===== config.mk =====
export PLATFORM = sky130hd
export DESIGN_NAME = seg7_scan_ctrl_flat
export DESIGN_NICKNAME = d
export VERILOG_FILES = /design/src/rtl/seg7_pkg.sv /design/src/rtl/seg7_scan_ctrl_if.sv /design/src/rtl/seg7enc.sv /design/src/rtl/seg7_scan_ctrl.sv /design/src/flat_wrapper.sv
export SDC_FILE = /design/constraint.sdc
export NUM_CORES = 1
export LEC_CHECK = 0
export CAP_MARGIN = 20
export CORE_UTILIZATION = 60
export CTS_BUF_LIST = sky130_fd_sc_hd__clkbuf_8
export CTS_CLUSTER_SIZE = 25
export DETAILED_ROUTE_END_ITERATION = 10
export GPL_TIMING_DRIVEN = 0
export MAX_ROUTING_LAYER = met4
export PLACE_DENSITY = 0.87
export REMOVE_ABC_BUFFERS = 1
export SKIP_LAST_GASP = 1
export SYNTH_ARGS = -nofsm -noshare
export SYNTH_HDL_FRONTEND = slang
export SYNTH_SLANG_ARGS = --single-unit

===== constraint.sdc =====
create_clock -name clk -period 3.9 [get_ports clk]
set_input_delay 0.975 -clock clk [delete_from_list [all_inputs] [get_ports clk]]
set_output_delay 0.975 -clock clk [all_outputs]
set_load 0.005 [all_outputs]

===== src/rtl/seg7_pkg.sv =====
// Shared constants and types for the 7-segment scan controller.
package seg7_pkg;

    localparam logic [6:0] SEG_OFF = 7'h7F;
    localparam int NIB_W = 4;

    typedef enum logic {
        ST_BLANK,
        ST_DRIVE
    } scan_st_t;

endpackage


===== src/rtl/seg7_scan_ctrl_if.sv =====
// Valid/ready write port carrying one nibble per digit.
interface seg7_scan_ctrl_if #(
    parameter int DIGITS = 4
);
    import seg7_pkg::*;

    logic                      wr_valid;
    logic                      wr_ready;
    logic [NIB_W*DIGITS-1:0]   wr_data;

    modport master (
        output wr_valid,
        output wr_data,
        input  wr_ready
    );

    modport slave (
        input  wr_valid,
        input  wr_data,
        output wr_ready
    );

endinterface


===== src/rtl/seg7enc.sv =====
// Hex nibble to active-low segment pattern, bit 0 = segment a.
module seg7enc (
    input  logic [3:0] nib,
    output logic [6:0] seg
);

    always_comb begin
        seg = 7'h7F;
        case (nib)
            4'h0: seg = 7'h40;
            4'h1: seg = 7'h79;
            4'h2: seg = 7'h24;
            4'h3: seg = 7'h30;
            4'h4: seg = 7'h19;
            4'h5: seg = 7'h12;
            4'h6: seg = 7'h02;
            4'h7: seg = 7'h78;
            4'h8: seg = 7'h00;
            4'h9: seg = 7'h10;
            4'hA: seg = 7'h08;
            4'hB: seg = 7'h03;
            4'hC: seg = 7'h46;
            4'hD: seg = 7'h21;
            4'hE: seg = 7'h06;
            4'hF: seg = 7'h0E;
            default: seg = 7'h7F;
        endcase
    end

endmodule


===== src/rtl/seg7_scan_ctrl.sv =====
// Multiplexed 7-segment scan with blanking gap and frame-synchronous
// double-buffered display value.
module seg7_scan_ctrl
    import seg7_pkg::*;
#(
    parameter int DIGITS   = 4,
    parameter int SCAN_DIV = 1024,
    parameter int BLANK    = 16
) (
    input  logic              clk,
    input  logic              rst,
    seg7_scan_ctrl_if.slave   wr,
    input  logic [DIGITS-1:0] blank_mask,
    output logic [6:0]        seg,
    output logic [DIGITS-1:0] dig_sel,
    output logic              frame_done
);

    localparam int SW     = $clog2(SCAN_DIV);
    localparam int DW     = $clog2(DIGITS);
    localparam int DATA_W = NIB_W * DIGITS;

    localparam logic [SW-1:0] SLOT_LAST  = SW'(SCAN_DIV - 1);
    localparam logic [SW-1:0] BLANK_LAST = SW'((BLANK > 0) ? BLANK - 1 : 0);
    localparam logic [DW-1:0] DIG_LAST   = DW'(DIGITS - 1);
    localparam scan_st_t      ST_INIT    = (BLANK > 0) ? ST_BLANK : ST_DRIVE;

    logic [SW-1:0]     slot_cnt;
    logic [DW-1:0]     dig;
    scan_st_t          state;
    scan_st_t          state_nxt;
    logic [DATA_W-1:0] disp;
    logic [DATA_W-1:0] pend;
    logic              pend_valid;
    logic              mask_q;
    logic              mask_eff;
    logic              slot_wrap;
    logic              frame_end;
    logic              accept;
    logic              drive;
    logic [NIB_W-1:0]  nib;
    logic [6:0]        enc;

    assign slot_wrap   = (slot_cnt == SLOT_LAST);
    assign frame_end   = slot_wrap && (dig == DIG_LAST);
    assign accept      = wr.wr_valid && !pend_valid;
    assign wr.wr_ready = !pend_valid;

    // Mask bit is live in the latch cycle itself so BLANK = 0 still honours it
    assign mask_eff = (slot_cnt == '0) ? blank_mask[dig] : mask_q;

    always_ff @(posedge clk) begin
        if (rst) begin
            slot_cnt <= '0;
            dig      <= '0;
            state    <= ST_INIT;
            mask_q   <= 1'b0;
        end else begin
            slot_cnt <= slot_wrap ? '0 : slot_cnt + 1'b1;
            if (slot_wrap)
                dig <= (dig == DIG_LAST) ? '0 : dig + 1'b1;
            if (slot_cnt == '0)
                mask_q <= blank_mask[dig];
            state <= state_nxt;
        end
    end

    always_comb begin
        state_nxt = state;
        drive     = 1'b0;
        unique case (state)
            ST_BLANK: begin
                if (slot_cnt == BLANK_LAST)
                    state_nxt = ST_DRIVE;
            end
            ST_DRIVE: begin
                drive = !mask_eff;
                if (slot_wrap && (BLANK > 0))
                    state_nxt = ST_BLANK;
            end
        endcase
    end

    always_ff @(posedge clk) begin
        if (rst) begin
            disp       <= '0;
            pend       <= '0;
            pend_valid <= 1'b0;
        end else if (frame_end && pend_valid) begin
            disp       <= pend;
            pend_valid <= 1'b0;
        end else if (accept) begin
            pend       <= wr.wr_data;
            pend_valid <= 1'b1;
        end
    end

    always_comb begin
        nib = '0;
        for (int i = 0; i < DIGITS; i++)
            if (dig == DW'(i))
                nib = disp[NIB_W*i +: NIB_W];
    end

    seg7enc u_enc (
        .nib (nib),
        .seg (enc)
    );

    always_ff @(posedge clk) begin
        if (rst) begin
            seg        <= SEG_OFF;
            dig_sel    <= '0;
            frame_done <= 1'b0;
        end else begin
            seg        <= drive ? enc : SEG_OFF;
            dig_sel    <= drive ? (DIGITS'(1) << dig) : '0;
            frame_done <= frame_end;
        end
    end

endmodule

===== src/flat_wrapper.sv =====
// flat-port wrapper written by rule: the top's interface ports become plain ports
module seg7_scan_ctrl_flat import seg7_pkg::*;
#(
    parameter int DIGITS   = 4,
    parameter int SCAN_DIV = 1024,
    parameter int BLANK    = 16
)
  (clk, rst, blank_mask, seg, dig_sel, frame_done, wr_wr_valid, wr_wr_data, wr_wr_ready);
  seg7_scan_ctrl_if #(.DIGITS(DIGITS)) wr_i ();
  input  logic clk;
  input  logic rst;
  input  logic [DIGITS-1:0] blank_mask;
  output logic [6:0] seg;
  output logic [DIGITS-1:0] dig_sel;
  output logic frame_done;
  input wire logic [$bits(wr_i.wr_valid)-1:0] wr_wr_valid;
  input wire logic [$bits(wr_i.wr_data)-1:0] wr_wr_data;
  output wire logic [$bits(wr_i.wr_ready)-1:0] wr_wr_ready;
  assign wr_i.wr_valid = wr_wr_valid;
  assign wr_i.wr_data = wr_wr_data;
  assign wr_wr_ready = wr_i.wr_ready;
  seg7_scan_ctrl #(.DIGITS(DIGITS), .SCAN_DIV(SCAN_DIV), .BLANK(BLANK)) u_core (.clk(clk), .rst(rst), .wr(wr_i), .blank_mask(blank_mask), .seg(seg), .dig_sel(dig_sel), .frame_done(frame_done));
endmodule

==> qor.yml, run 1 <==
leakagePower_nw: 1.16
p_per_area_nw_per_um2: 401
portBuffers: 35
rows: 23
die_h_um: 67.4
dr.first_iter.drc_count: 112
die_w_um: 67.4
grt_max_degree: 50
vdd_ir_drop_max_uv: 325
h-tree-depth: 3
die-area_sq_um: 4540
viasPerCell: 5.35
yosysUniqueCellTypes: 36
postCtsSetupBuffers: 0
cts-buffers-inserted: 9
synth_fa_ha_area_share_pct: 5.86
wirelength_um: 4640
start_kind: "flop"
ioPinCount: 36
max_slew_margin_pct: 34.3
multiInputGateArea_sq_um: 1260
layout_common_cells: "dfxtp_1 (59), nand2_1 (41), nor2_1 (35)"
whs_ns: 0.456
finalCritPeriodShare_pct: 73.3
first_pass_iters: 4
gp_congestion: 0.843
synth_cells: 283
grt_overflow_total: 0
cp_slowest_cell: "and3_1"
yosysSeqAreaShare_pct: 46.1
fin_util_pct: 76.3
antenna_cells: 0
worst_pin_slew_ns: 0.986
setup_viol: 0
p_total_mw: 1.24
nets: 349
crit_chain: "ha_1, nand3_2, nor3_2, and3_1, mux2i_1, nor2_1"
async_flop_share_pct: 0
yosys.area_share.xor_xnor_pct: 2.73
syn_area_sq_um: 2560
skew_ns: 0.0118
final-seq-area_sq_um: 1180
grt_pass1_vias: 1808
drv_slew: 0
drive_above_1_share_pct: 6.92
dpl_cell_area_sq_um: 2890
hpwlAfterDp_um: 3140
hold_buffers: 0
grtUsageTotal_pct: 25.5
maxCapViolations: 0
synth-simple-area-share_pct: 22.0
ys.flop_type: "dfxtp_1"
yosysWarnings: 0
rsz0062_at_grt: "no"
setup_tns_ns: 0
finalInstanceArea_sq_um: 3100
clkSinkCount: 59
grt_antenna_before_repair: 0
fmax_mhz: 350
grt_pass1_wl_um: 8110
synth_area_per_cell_sq_um: 9.05
hold_class: "reg2reg"
synth_top_family_by_area: "simple AND/OR/NAND/NOR gates"
drc: 0
cts_tree: "built"
n_fill_cell: 296
finalHoldViolations: 0
area_growth_pct: 20.8
vias: 1969
synth_enable_flop_cells: 0
required_ns: 4.10
ys_ff_latch: 59
wl_per_cell_um: 12.6
critPathKind: "reg2reg"
clk_path_buf_depth: 2
synth_compound_area_share_pct: 9.57
crit_arrival_ns: 3.05
clock_latency_ns: 0.34
status: "finished clean"
end_kind: "flop"
slowest_delay_ns: 0.92
start_util_pct: 63.2
min_period_ns: 2.86
cts_resized: 0
core-area_sq_um: 4060
muxShareOfSynthArea_pct: 8.84
cts.clk_slew.worst_paths_ns: 0.07
antenna_left: 0
worstPathMaxFanout: 17
root_buffer: "clkbuf_8"
final_common_cell: "dfxtp_1"
-- cell families after synthesis --
group,Yosys count
and+or+nand+nor,119
DFF,59
AOI/OAI and AO/OA,37
buffers and inverters,27
muxes,21
adders and majority gates,12
xor gates and xnor gates,8
-- routing by layer --
metal | vias up | GRT usage (%) | share of wire, %
met5 | - | - | 0
met4 | 0 | 9.84 | 1.2
met3 | 8 | 11.1 | 3.9
met2 | 45 | 38.4 | 48
met1 | 887 | 29.8 | 47
li1 | 1029 | - | -
-- layout make-up --
class,count,share of cell area [%]
clock inverters,4,1.62
flip-flops and latches,59,38.2
multi-input cells,197,40.6
repair buffers,36,11.4
inverters,11,1.33
well taps,50,2.02
clock buffers,11,4.89
-- worst max-delay path: cells and delay by family, from the launching register on --
family                     cells  cell delay [ns]
DFF                            1             0.40
and+or+nand+nor                4             1.76
muxes                          1             0.32
adders and majority gates      1             0.22
-- flip-flops by register name, summed over array words and instances, names as in the netlist, 2 cells and up --
signal and flops:
u_core.slot_cnt 10, u_core.dig 2, u_core.disp 16, u_core.dig_sel 4
u_core.pend 16, u_core.seg 7
-- synth_stat cells, drive strengths merged (5+ instances only) --
cell type	instances	area share, %
nor2	35	5.1
clkbuf	9	1.3
mux2i	20	7.8
dfxtp	59	46
ha	12	5.9
and3	7	1.8
a21oi	20	3.9
nor3b	5	1.5
nor3	10	2.1
inv	11	1.6
buf	7	2.0
nand3	9	2.0
nand2	41	6.0
-- worst paths after layout --
path	slack, ns	endpoint	start	cells after the start
setup / recovery	1.04	u_core.disp[2]	u_core.slot_cnt[0]	6
hold / removal	0.46	u_core.pend[6]	u_core.pend[6]	2
setup reg to reg	1.04	u_core.disp[2]	u_core.slot_cnt[0]	6
hold reg to reg	0.46	u_core.pend[6]	u_core.pend[6]	2
-- report_power, final --
group	switching [mW]	total, mW	internal [mW]
sequential	0.00910	0.626	0.616
combinational	0.0277	0.0613	0.0337
clock	0.231	0.556	0.325
-- per-stage QoR --
stage / cells / setup slack [ns]
detailed placement: 352 / 1.07
CTS: 367 / 1.04
floorplan: 267 / 1.61
finish: 368 / 1.04
global placement: 352 / 0.521
global route: 368 / 0.806
Power figures use the tool's default switching activity.
==> run 2: changes to the inputs <==
CORE_UTILIZATION = 56   (was 60)
PLACE_DENSITY = 0.82   (was 0.87)
clock period = 2.8 ns   (was 3.9 ns; I/O delays follow)
==> run 2 against run 1 <==
Effect of this change: total power is 30% higher; cell area is 0.81% lower; hold slack worse by 0.0012 ns; core utilization is 6.3 points lower; first-iteration DRC count is 26% higher; final cell count is 0.82% higher; via count is 0.30% lower; die area is 6.9% higher; register-to-register slack worse by 0.74 ns; wire length is 0.78% lower; highest routed layer unchanged.
==> qor.yml, run 2 (synthesis results as in run 1) <==
status: "finished clean"
finalCritPeriodShare_pct: 89.1
drive_above_1_share_pct: 6.58
start_kind: "flop"
reg.largest.list: "u_core.disp: 16 flops, u_core.pend: 16 flops, u_core.slot_cnt: 10 flops"
cts.clk_slew.worst_paths_ns: 0.06
ioPinCount: 36
viasPerCell: 5.29
setup_tns_ns: 0
grtUsageTotal_pct: 21.6
max_slew_margin_pct: 44.8
clock_latency_ns: 0.33
hpwlAfterDp_um: 3090
fmax_mhz: 401
cts_tree: "built"
worstPathMaxFanout: 17
first_pass_iters: 4
vdd_ir_drop_max_uv: 401
wirelength_um: 4610
final_common_cell: "dfxtp_1"
gp_congestion: 0.795
maxCapViolations: 0
pwr-share-seq_pct: 54.1
drc: 0
drv_slew: 0
critPathKind: "reg2reg"
nets: 349
min_period_ns: 2.49
grt_pass1_vias: 1863
antenna_left: 0
start_util_pct: 58.4
root_buffer: "clkbuf_8"
clkSinkCount: 59
dp_slack_ns: -0.0183
grt_max_degree: 50
grt_overflow_total: 0
rsz0062_at_grt: "no"
wl_per_cell_um: 12.4
finalHoldViolations: 0
core-area_sq_um: 4380
h-tree-depth: 3
layout_common_cells: "dfxtp_1 (59), nand2_1 (41), nor2_1 (35)"
postCtsSetupBuffers: 0
finalInstanceArea_sq_um: 3070
die-area_sq_um: 4850
grt_pass1_wl_um: 7980
required_ns: 2.98
setup_slack_ns: 0.306
die_h_um: 69.6
area_growth_pct: 19.8
setup_viol: 0
swShare_pct: 21.7
clk_path_buf_depth: 2
worst_pin_slew_ns: 0.827
die_w_um: 69.6
intPower_mw: 1.26
cts-buffers-inserted: 9
rows: 24
vias: 1963
portBuffers: 35
dpl_cell_area_sq_um: 2890
skew_ns: 0.00458
power_frac_comb_pct: 5.3
leakagePower_nw: 1.16
dr.first_iter.drc_count: 141
end_kind: "flop"
hold_class: "reg2reg"
power_switching_mw: 0.349
crit_arrival_ns: 2.67
p_per_area_nw_per_um2: 525
grt_antenna_before_repair: 0
pwr-share-clk_pct: 40.6
antenna_cells: 0
run 2: changes by cell type in the layout (fill, tap and decap cells not counted):
cell / delta
and3_1: -1
and3_2: +1
bufinv_16: -1
clkinv_2: +1
clkinvlp_4: -2
inv_1: +3
run 2: final timing paths:
kind | start | end | slack, ns | depth (start not counted)
setup / recovery | u_core.slot_cnt[0] | u_core.disp[15] | 0.31 | 6
hold / removal | u_core.pend[7] | u_core.pend[7] | 0.45 | 2
setup reg to reg | u_core.slot_cnt[0] | u_core.disp[15] | 0.31 | 6
hold reg to reg | u_core.pend[7] | u_core.pend[7] | 0.45 | 2
run 2: power groups by stage:
stage                     clock network [mW]  registers (mW)  logic (mW)
after floorplan                            0           0.886      0.0358
after global placement                     0           0.889      0.0835
after detailed placement                   0           0.889      0.0850
after CTS                              0.670           0.871      0.0855
after global routing                   0.710           0.873      0.0975
final                                  0.654           0.871      0.0861
run 2: worst max-delay path, cell delays in order (launching register included):
cell and delay, ns:
dfxtp_1 0.39, ha_1 0.22, nand3_2 0.13, nor3_2 0.66
and3_2 0.64, mux2i_1 0.25, nor2_1 0.05
run 2: timing repair:
action                                  4_1_cts  5_1_grt
resized for setup                             1        0
endpoints found under the setup margin       16        0
hold buffers                                  0        0
run 2: routing by layer:
metal	up-vias	part of all wire [%]	GRT usage, %
met5	-	0	-
met4	0	2.1	13.3
met3	9	3.8	5.81
met2	50	47	34.2
met1	874	47	24.4
li1	1030	-	-
run 2: area by class of cell:
cell class                 instances  area (sq um)
fill                             341          1310
multi-input combinational        197          1260
sequential                        59          1180
timing repair buffer              36           353
clock buffer                      11           151
tap                               52          65.1
inverter                          11          41.3
clock inverter                     5          21.3
run 2: stage by stage:
stage / cells / util, % / power, mW / hold slack (ns)
floorplan: 267 / - / 0.922 / 0.430
global placement: 354 / 66.0 / 0.972 / 0.443
detailed placement: 354 / 65.9 / 0.974 / 0.450
CTS: 370 / 69.9 / 1.63 / 0.457
global route: 371 / 70.0 / 1.68 / 0.479
finish: 371 / 70.0 / 1.61 / 0.454
==> run 3: changes to the inputs <==
CORE_UTILIZATION = 51   (was 56)
PLACE_DENSITY = 0.78   (was 0.82)
clock period = 2.24 ns   (was 2.8 ns; I/O delays follow)
==> run 3 against run 2 <==
Effect of this change: global-route usage is 0.060 points higher; clock skew is 0.0064 ns higher; cell area is 5.2% higher; setup slack worse by 0.22 ns; sequential power is 25% higher; first-iteration DRC count is 18% lower; maximum frequency is 16% higher; clock-buffer cell count is 2 lower; via count is 3.2% higher; non-clock buffer count is 9 higher; largest cell class unchanged.
==> qor.yml, run 3 (synthesis results as in run 1) <==
rows: 25
n_fill_cell: 417
power_frac_comb_pct: 4.8
finalInstanceArea_sq_um: 3230
clk_path_buf_depth: 2
hold_depth: 2
pwr-share-seq_pct: 48.8
final_common_cell: "dfxtp_1"
regToRegSetupSlack_ns: 0.09
maxCapViolations: 0
antenna_cells: 0
root_buffer: "clkbuf_8"
worstRegToRegCells: 8
power_switching_mw: 0.482
status: "finished clean"
first_pass_iters: 4
clock_latency_ns: 0.34
hold_class: "reg2reg"
r2r-end: "u_core.seg[0]"
fin_util_pct: 67.5
grt_max_degree: 50
drive_above_1_share_pct: 12.2
worst_pin_slew_ns: 0.856
ioPinCount: 36
max_slew_margin_pct: 43.0
min_period_ns: 2.15
rsz0062_at_grt: "yes"
pwr-share-clk_pct: 46.3
grt_antenna_before_repair: 0
viasPerCell: 5.13
drc: 0
antenna_left: 0
die_w_um: 72.9
wirelength_um: 5100
dr.first_iter.drc_count: 115
critPathKind: "reg2reg"
intPower_mw: 1.74
worstPathMaxFanout: 8
die-area_sq_um: 5310
clkSinkCount: 59
layout_common_cells: "dfxtp_1 (57), nand2_1 (41), nor2_1 (35)"
worstReg2RegStart: "u_core.dig[1]"
grt_pass1_wl_um: 8350
hold_start: "u_core.pend[8]"
area_growth_pct: 26.1
cts-buffers-inserted: 9
dpl_cell_area_sq_um: 2910
finalCritPeriodShare_pct: 96.1
vias: 2025
drv_slew: 0
gp_congestion: 0.778
reg.largest.list: "u_core.disp: 16 flops, u_core.pend: 16 flops, u_core.slot_cnt: 10 flops"
vdd_ir_drop_max_uv: 420
crit_arrival_ns: 2.39
die_h_um: 72.9
leakagePower_nw: 1.23
core-area_sq_um: 4790
portBuffers: 35
start_kind: "flop"
cts.clk_slew.worst_paths_ns: 0.07
required_ns: 2.48
p_per_area_nw_per_um2: 689
h-tree-depth: 3
setup_viol: 0
grt_pass1_vias: 1870
grtUsageTotal_pct: 21.7
fmax_mhz: 464
p_total_mw: 2.23
cts_tree: "built"
finalHoldViolations: 0
skew_ns: 0.0110
swShare_pct: 21.7
nets: 358
hold_path_end: "u_core.pend[8]"
wl_per_cell_um: 12.9
end_kind: "flop"
hpwlAfterDp_um: 3120
grt_overflow_total: 0
setup_tns_ns: 0
start_util_pct: 53.5
[run 3: cell types whose count changed in the layout (fill, tap and decap cells not counted), sizes merged]
| cell | before | now |
|---|---|---|
| inv | 14 | 13 |
| buf | 2 | 11 |
| clkinvlp | 0 | 1 |
| clkbuf | 11 | 9 |
| bufinv | 0 | 2 |
[run 3: what timing repair did]
| item | 4_1_cts | 5_1_grt |
|---|---|---|
| resized for setup | 9 | 5 |
| endpoints found under the hold margin | 0 | 0 |
| cloned | 0 | 0 |
| hold buffers | 0 | 0 |
| pin swaps | 0 | 3 |
| buffers inserted | 0 | 9 |
| setup endpoints to repair | 24 | 21 |
[run 3: worst max-delay path by stage]
| stage | from | end | slack [ns] | cells past startpoint |
|---|---|---|---|---|
| after floorplan | u_core.slot_cnt[0] | u_core.disp[0] | -0.05 | 6 |
| after global placement | rst | u_core.dig_sel[3] | -0.72 | 3 |
| after detailed placement | u_core.slot_cnt[0] | u_core.disp[4] | -0.60 | 6 |
| after CTS | u_core.dig[0] | u_core.seg[0] | 0.0001 | 8 |
| after global routing | u_core.dig[1] | u_core.seg[0] | -0.02 | 8 |
| final | u_core.dig[1] | u_core.seg[0] | 0.09 | 8 |
[run 3: power groups by stage]
| stage | logic, mW | clock network [mW] | registers [mW] |
|---|---|---|---|
| after global routing | 0.122 | 1.10 | 1.09 |
| after detailed placement | 0.107 | 0 | 1.11 |
| final | 0.108 | 1.03 | 1.09 |
| after floorplan | 0.0447 | 0 | 1.11 |
| after CTS | 0.107 | 1.05 | 1.09 |
| after global placement | 0.105 | 0 | 1.11 |
[run 3: stage by stage]
| step | hold WS [ns] | std cells | setup slack (ns) |
|---|---|---|---|
| finish | 0.456 | 395 | 0.0869 |
| detailed placement | 0.450 | 369 | -0.600 |
| global placement | 0.443 | 369 | -0.722 |
| floorplan | 0.430 | 267 | -0.0545 |
| global route | 0.481 | 395 | -0.0220 |
| CTS | 0.459 | 385 | 0.000103 |
[run 3: layout make-up]
| type | count | area [sq um] | share of cell area [%] |
|---|---|---|---|
| multi-input combinational | 197 | 1290 | 39.9 |
| inverter | 11 | 41.3 | 1.28 |
| clock buffer | 9 | 124 | 3.83 |
| sequential | 59 | 1190 | 36.8 |
| clock inverter | 7 | 85.1 | 2.63 |
| timing repair buffer | 45 | 420 | 13.0 |
| tap | 67 | 83.8 | 2.59 |
[run 3: per-layer routing]
| layer | wire [um] | share of wire [%] | track usage (%) | vias up |
|---|---|---|---|---|
| li1 | - | - | - | 1047 |
| met1 | 2350 | 46 | 24.3 | 928 |
| met2 | 2510 | 49 | 35.3 | 43 |
| met3 | 191 | 3.7 | 9.12 | 7 |
| met4 | 56 | 1.1 | 6.54 | 0 |
| met5 | 0 | 0 | - | - |
[run 3: worst max-delay path, stage by stage (launching register included)]
cell and delay (ns):
dfxtp_4 0.39, inv_1 0.10, ha_2 0.24, nand3b_1 0.18, a221o_2 0.44, inv_1 0.10
ha_1 0.28, nor3_2 0.09, o31ai_1 0.23
